## src/rtl/nibble_serial_add_ctrl.sv

```systemverilog


// nibble_serial_add_ctrl - WIDTH-bit add/sub done one nibble per clock, LSB first
module nibble_serial_add_ctrl #(
  parameter int WIDTH = 32
) (
  input  logic             clk,
  input  logic             rst_n,
  input  logic             in_valid,
  output logic             in_ready,
  input  logic             in_sub,
  input  logic [WIDTH-1:0] in_a,
  input  logic [WIDTH-1:0] in_b,
  output logic             out_valid,
  input  logic             out_ready,
  output logic [WIDTH-1:0] out_res,
  output logic             out_cout,
  output logic             out_ovf,
  output logic             out_zero,
  output logic [3:0]       add_a,
  output logic [3:0]       add_b,
  output logic             add_cin,
  input  logic [3:0]       add_res,
  input  logic             add_cout
);

  localparam int NIBBLES = WIDTH / 4;
  localparam int IW      = (NIBBLES > 1) ? $clog2(NIBBLES) : 1;
  localparam logic [IW-1:0] LAST_IDX = IW'(NIBBLES - 1);

  typedef enum logic [1:0] {
    IDLE = 2'd0,
    RUN  = 2'd1,
    DONE = 2'd2
  } state_t;

  state_t state_q;
  state_t state_d;

  // Captured operands; b_q already holds ~b for subtraction so the slice always adds
  logic [WIDTH-1:0] a_q;
  logic [WIDTH-1:0] b_q;
  logic             sub_q;
  logic             carry_q;
  logic [IW-1:0]    idx_q;
  logic [WIDTH-1:0] res_q;

  logic [WIDTH-1:0] out_res_q;
  logic             out_cout_q;
  logic             out_ovf_q;
  logic             out_zero_q;

  logic             accept;
  logic             last_nib;
  logic             result_taken;
  logic [WIDTH-1:0] full_res;
  logic             ovf_next;

  assign in_ready     = (state_q == IDLE) | ((state_q == DONE) & out_ready);
  assign accept       = in_valid & in_ready;
  assign last_nib     = (state_q == RUN) && (idx_q == LAST_IDX);
  assign result_taken = (state_q == DONE) & out_ready;

  // On the final nibble the lower nibbles are already in res_q; the top one comes from the slice
  assign full_res = {add_res, res_q[WIDTH-5:0]};
  assign ovf_next = (a_q[WIDTH-1] ~^ b_q[WIDTH-1]) & (full_res[WIDTH-1] ^ a_q[WIDTH-1]);

  assign out_valid = (state_q == DONE);
  assign out_res   = out_res_q;
  assign out_cout  = out_cout_q;
  assign out_ovf   = out_ovf_q;
  assign out_zero  = out_zero_q;

  // State register
  always_ff @(posedge clk or negedge rst_n) begin
    if (!rst_n) begin
      state_q <= IDLE;
    end else begin
      state_q <= state_d;
    end
  end

  // Next-state: accept in IDLE, count nibbles in RUN, hold in DONE until the sink takes the result
  always_comb begin
    state_d = state_q;
    case (state_q)
      IDLE: begin
        if (in_valid) begin
          state_d = RUN;
        end
      end
      RUN: begin
        if (last_nib) begin
          state_d = DONE;
        end
      end
      DONE: begin
        if (out_ready) begin
          state_d = in_valid ? RUN : IDLE;
        end
      end
      default: state_d = IDLE;
    endcase
  end

  // Slice drive: current nibble pair, first carry-in is the subtract +1; quiet outside RUN
  always_comb begin
    add_a   = 4'h0;
    add_b   = 4'h0;
    add_cin = 1'b0;
    if (state_q == RUN) begin
      add_a   = a_q[4*idx_q +: 4];
      add_b   = b_q[4*idx_q +: 4];
      add_cin = (idx_q == '0) ? sub_q : carry_q;
    end
  end

  // Operand capture and per-nibble accumulation of the slice result and carry
  always_ff @(posedge clk or negedge rst_n) begin
    if (!rst_n) begin
      a_q     <= '0;
      b_q     <= '0;
      sub_q   <= 1'b0;
      carry_q <= 1'b0;
      idx_q   <= '0;
      res_q   <= '0;
    end else begin
      if (accept) begin
        a_q     <= in_a;
        b_q     <= in_b ^ {WIDTH{in_sub}};
        sub_q   <= in_sub;
        carry_q <= 1'b0;
        idx_q   <= '0;
      end else if (state_q == RUN) begin
        res_q[4*idx_q +: 4] <= add_res;
        carry_q             <= add_cout;
        idx_q               <= last_nib ? '0 : idx_q + IW'(1);
      end
    end
  end

  // Result and flag registers: loaded on the last nibble, held through DONE, cleared on handoff
  always_ff @(posedge clk or negedge rst_n) begin
    if (!rst_n) begin
      out_res_q  <= '0;
      out_cout_q <= 1'b0;
      out_ovf_q  <= 1'b0;
      out_zero_q <= 1'b0;
    end else if (last_nib) begin
      out_res_q  <= full_res;
      out_cout_q <= add_cout;
      out_ovf_q  <= ovf_next;
      out_zero_q <= ~|full_res;
    end else if (result_taken) begin
      out_res_q  <= '0;
      out_cout_q <= 1'b0;
      out_ovf_q  <= 1'b0;
      out_zero_q <= 1'b0;
    end
  end

endmodule

```

## config.mk

```make
export PLATFORM = sky130hd
export DESIGN_NAME = nibble_serial_add_ctrl
export DESIGN_NICKNAME = d
export VERILOG_FILES = /design/src/rtl/nibble_serial_add_ctrl.sv
export SDC_FILE = /design/constraint.sdc
export NUM_CORES = 1
export LEC_CHECK = 0
export CAP_MARGIN = 20
export CORE_MARGIN = 4
export CORE_UTILIZATION = 56
export DETAILED_ROUTE_END_ITERATION = 7
export GPL_TIMING_DRIVEN = 0
export PLACE_DENSITY = 0.87
export SLEW_MARGIN = 15
export SYNTH_ARGS = -nofsm -noshare
export SYNTH_HDL_FRONTEND = slang
export SYNTH_SLANG_ARGS = --single-unit
```

## constraint.sdc

```tcl
create_clock -name clk -period 4.16 [get_ports clk]
set_input_delay 0.832 -clock clk [delete_from_list [all_inputs] [get_ports clk]]
set_output_delay 0.832 -clock clk [all_outputs]
set_load 0.01 [all_outputs]
```

Word level (Yosys, flattened, before mapping)
Index checks and enable logic that the tools add are counted.
{"block": "classes", "magnitude_cmp": 0, "n_addsub": 2, "eq_ne": 6, "muxes": 21, "n_shift": 4, "multipliers": 0, "n_reduce_logical": 9, "div_mod_pow": 0, "n_bitwise": 8}
{"op": "32-bit 2-to-1 mux", "count": 2}
{"op": "32-bit by 6-bit variable part select with 4-bit output", "count": 2}
{"op": "5-bit negator with 34-bit output", "count": 1}
{"op": "4-bit by 34-bit variable shift with 32-bit output, first input constant", "count": 1}
{"op": "4-bit by 34-bit variable part select with 32-bit output", "count": 1}
{"op": "32-bit bitwise mux", "count": 1}
{"op": "32-bit OR reduction", "count": 1}
{"op": "32-bit bitwise XOR", "count": 1}
{"op": "1-bit 2-to-1 mux", "count": 9}
{"op": "3-bit 2-to-1 mux", "count": 3}
{"op": "4-bit 2-to-1 mux", "count": 2}
{"op": "2-bit 2-to-1 mux", "count": 3}
{"op": "2-bit one-hot mux with 3 select lines", "count": 1}
{"op": "2-bit inequality test, second input constant", "count": 2}
{"op": "2-bit nonzero test", "count": 2}
{"op": "3-bit by 1-bit adder with 3-bit output, second input constant", "count": 1}
{"op": "1-bit bitwise AND", "count": 3}
{"op": "3-bit equality test, second input constant", "count": 1}
{"op": "3-bit zero test", "count": 1}
{"op": "3-bit AND reduction", "count": 1}
{"op": "2-bit by 1-bit equality test with 1-bit output, second input constant", "count": 1}
{"op": "2-bit equality test, second input constant", "count": 1}
{"op": "2-bit zero test", "count": 1}
{"op": "2-bit by 1-bit inequality test with 1-bit output, second input constant", "count": 1}
{"op": "other kinds (7)", "count": 7}
{"block": "totals", "register_bits": 138, "memories": 0, "output_inout_bits": 46, "rom_bits": 0, "mem_bits_rw": 0, "latch_bits": 0}

Longest topological paths before layout
Gate-level depths: netlist of the first run.
{"block": "logic_depth", "ltp_word": 6, "mapped_depth": 9, "mapped_depth_nobuf": 6}

Worst setup path before layout of the first run
OpenSTA, ideal clock, no wires.
{"block": "synth_path", "path_type": "register -> output", "from": "reg idx_q[1]", "to": "out add_cin", "arrival_ps": 1577, "path_stages_with_launch": 8, "path_buffers": 2, "path_slack_ps": 1751, "required_ps": 3328, "path_cell_list": "dfrtp_1 > buf_2 > buf_2 > inv_1 > ha_1 > ha_1 > mux2i_1 > nor2_1"}
{"block": "synth_between", "elab_chain_cells": 3}
{"item": "start: declaration", "line_no": "45", "source": "logic [IW-1:0] idx_q;"}
{"item": "start signal: assignment", "line_no": "137", "source": "idx_q <= last_nib ? '0 : idx_q + IW'(1);"}
{"item": "3-bit zero test", "line_no": "114", "source": "add_cin = (idx_q == '0) ? sub_q : carry_q;"}
{"item": "1-bit 2-to-1 mux", "line_no": "114"}
{"item": "1-bit 2-to-1 mux", "line_no": "111", "source": "if (state_q == RUN) begin"}
{"item": "end: declaration", "line_no": "22", "source": "output logic add_cin,"}
Every way passes these cells.

Worst setup path in the final report of the first run
{"block": "layout_path", "from": "reg idx_q[2]", "to": "out add_cin"}
The elaborated chain is that of the path after synthesis.

==> results of run 1 <==
layer usage:
metal	up-vias	wire length (um)	track usage
li1	1921	-	-
met1	2187	5850	0.292
met2	130	7940	0.434
met3	32	808	0.0642
met4	0	308	0.0745
met5	-	0	0
area by class of cell:
cell class                 instances  share of cell area
tap                              140              0.0214
timing repair buffer             118               0.146
multi-input combinational        277               0.318
buffer                            29              0.0247
clock inverter                    14              0.0241
inverter                          14             0.00641
clock buffer                      17              0.0505
sequential                       134               0.409
flip-flops by register name (all words and copies together), names as in the netlist:
register  cells
carry_q       1
b_q          32
out_cout      1
idx_q         3
out_ovf       1
out_res      32
state_q       2
a_q          32
sub_q         1
res_q        28
out_zero      1
worst register-to-register path, delay by kind of cell, from the launching register on:
family                   cells  cell delay, ps
flip-flops                   1             390
buffers and inverters        2             950
adder cells (fa/ha/maj)      1             510
multiplexers                 1             360
AND/OR/NAND/NOR              2             750
cell usage in the layout (no fill, tap or decap), types with 4 or more instances in the layout:
cell type	instances
a21oi_1	13
a22o_1	34
and2_1	4
and3_1	4
buf_2	5
buf_4	5
buf_6	10
bufinv_16	4
clkbuf_1	6
clkbuf_16	16
clkdlybuf4s50_1	116
dfrtp_1	134
ha_1	8
inv_1	13
inv_6	4
mux2_1	6
mux2_2	79
mux2i_1	9
mux4_2	16
nand2_1	31
nand3_1	4
nand4_1	4
nor4_1	9
xor2_1	32
cells by family (layout without fill, tap and decap cells):
kind of cell | count (synthesis) | in the layout | share of synthesized area
and+or+nand+nor | 73 | 73 | 0.0618
adders and majority gates | 8 | 8 | 0.0161
xor gates and xnor gates | 32 | 32 | 0.0451
DFF | 134 | 134 | 0.540
buffers and inverters | 43 | 192 | 0.0411
AOI/OAI and AO/OA | 54 | 54 | 0.0697
muxes | 110 | 110 | 0.227
power groups by stage:
stage | registers (W) | logic [W] | clock network (W)
after floorplan | 0.00220 | 0.00152 | 0
after global placement | 0.00222 | 0.00239 | 0
after detailed placement | 0.00227 | 0.00246 | 0
after CTS | 0.00225 | 0.00251 | 0.00157
after global routing | 0.00233 | 0.00268 | 0.00163
final | 0.00226 | 0.00248 | 0.00156
through the flow:
stage / total power, W / instance area [sq um] / TNS [ps]
CTS: 0.00633 / 8200 / 0
detailed placement: 0.00473 / 7590 / 0
finish: 0.00630 / 8200 / 0
global route: 0.00664 / 8200 / 0
floorplan: 0.00372 / 6210 / 0
global placement: 0.00461 / 7560 / -358930
path summary, 6_finish.rpt:
path	cells past startpoint	endpoint	slack, ps
max	6	add_cin	240
max reg2reg	6	res_q[3]	1100
min	1	out_res[17]	230
min reg2reg	1	b_q[0]	490
max in group asynchronous	2	b_q[31]	3160
min in group clk	1	b_q[0]	490
==> flow_metrics.py, run 1 <==
metrics = {
    "power_and_ir_drop": {
        "p_int_w": 0.00429,
        "p_clk_frac": 0.247,
        "combPwrFrac": 0.394,
        "power_leakage_nw": 3.61,
        "p_sw_w": 0.00201,
        "switching_share": 0.319,
        "p_per_area_nw_per_um2": 768,
        "seqPwrFrac": 0.359,
        "ir_drop_uv": 442,
    },
    "floorplan": {
        "die_x_um": 113,
        "start_util": 0.573,
        "core_sq_um": 10800,
        "floorplan.rows": 38,
        "io-pin-count": 120,
        "dieArea_sq_um": 12800,
        "die_h_um": 113,
    },
    "logic_synthesis": {
        "synth_seq_area_share": 0.540,
        "ys_warn_count": 0,
        "synth_commonest_cells": "dfrtp_1 (134), mux2_2 (79), a22o_1 (34)",
        "yosysMostFrequentCell": "dfrtp_1",
        "synth_edf_count": 0,
        "synth_fp_nets": 536,
        "synthTopCellsByArea": "dfrtp_1 (54%), mux2_2 (14%), mux4_2 (5.8%)",
        "synth_top_area_frac": 0.540,
        "ys.flop_type": "dfrtp_1",
        "netlist_instances": 454,
        "avgSynthCellArea_sq_um": 13.7,
        "yosys.area.top_type": "dfrtp_1",
        "synthesis.area_sq_um": 6210,
        "synth_seq_cells": 134,
        "ys_async_sr_fraction": 1.00,
        "yosysUniqueCellTypes": 40,
    },
    "layout": {
        "final_core_util": 0.756,
        "drive_gt1_frac": 0.249,
        "final_cells": 743,
        "multi_input_area_sq_um": 2610,
        "antenna_cells": 0,
        "syn_to_final_growth_pct": 32.0,
        "nFillCells": 681,
        "fin_nets": 673,
        "regArea_sq_um": 3350,
    },
    "cts": {
        "clk_path_buf_depth": 2,
        "post-cts-setup-buffers": 0,
        "h-tree-depth": 4,
        "root_buffer": "clkbuf_8",
        "cts_tree": "built",
        "hold_buffers": 0,
        "cts_resized": 0,
        "clkSlewWorstSetupHoldPaths_ps": 60,
        "cts_sinks": 134,
        "cts_made_buffers": 17,
        "clock_latency_ps": 510,
    },
    "setup_path": {
        "max_stage_delay_ps": 590,
        "crit_type": "reg2out",
        "cp-start-kind": "flop",
        "critPathTopFamily": "buffers and inverters",
        "cp_max_fo": 10,
        "startpoint": "idx_q[2]",
        "path_buf_inv": 3,
        "critPathSlowestCell": "clkdlybuf4s50_1",
        "endpoint_kind": "output pin",
        "crit_chain": "clkbuf_1, clkinv_1, ha_1, mux2i_1, nor2_1, clkdlybuf4s50_1",
        "regToRegStartpoint": "idx_q[2]",
        "cp.required_ps": 3330,
        "crit_arrival_ps": 3090,
    },
    "timing": {
        "finalClockSkew_ps": 6.78,
        "slew_headroom": 0.478,
        "rsz0062_at_grt": "false",
        "tightest_slew_ps": 772,
        "fin_crit_ps": 3920,
        "hold_ws_ps": 234,
        "fmax_mhz": 255,
        "report.final.slew_viol_count": 0,
        "hold_viol": 0,
        "timing.final.crit_share": 0.942,
        "finalWorstSetupSlack_ps": 239,
        "setup_viol": 0,
    },
    "place": {
        "dpl.hpwl_um": 10600,
        "dpl.cell_count": 712,
        "port_buffers": 117,
        "routabilityCongestion": 0.817,
        "dp_slack_ps": 789,
    },
    "detailed_routing": {
        "vias": 4270,
        "via_per_inst": 5.75,
        "routedWlPerCell_um": 20.1,
        "firstDrtPassIters": 4,
        "drt_wl_total_um": 14900,
        "detail-route-antenna-nets": 0,
        "drtIter0Drc": 319,
        "drc": 0,
    },
    "run_status": {
        "status": "finished clean",
    },
    "global_route": {
        "grt_pass1_wl_um": 24500,
        "first_global_vias": 4736,
        "grt-ovfl-total": 0,
        "grt_max_degree": 92,
        "grt_use_total": 0.244,
        "antenna_found_initial": 0,
    },
    "hold_path": {
        "hp-class": "in2async",
    },
    "run": {
        "drv_cap": 0,
    },
}
Power figures use the tool's default switching activity.
==> inputs of run 2 (changes only) <==
Settings changed: CAP_MARGIN 20 to 0, TNS_END_PERCENT set to 20.
==> results of run 2 <==
Same layout as run 1: the final DEF is identical, and so are final timing and power.
==> inputs of run 3 (changes only) <==
==> constraint.sdc (replaced) <==
create_clock -name clk -period 4.16 [get_ports clk]
set_input_delay 0.624 -clock clk [delete_from_list [all_inputs] [get_ports clk]]
set_output_delay 0.624 -clock clk [all_outputs]
set_load 0.01 [all_outputs]
==> results of run 3 <==
Same layout as run 1 (identical final DEF). Status: finished clean.
Main changes from that run: setup slack after placement 789 ps -> 997 ps; setup slack after layout 239 ps -> 447 ps; hold slack 234 ps -> 26.3 ps
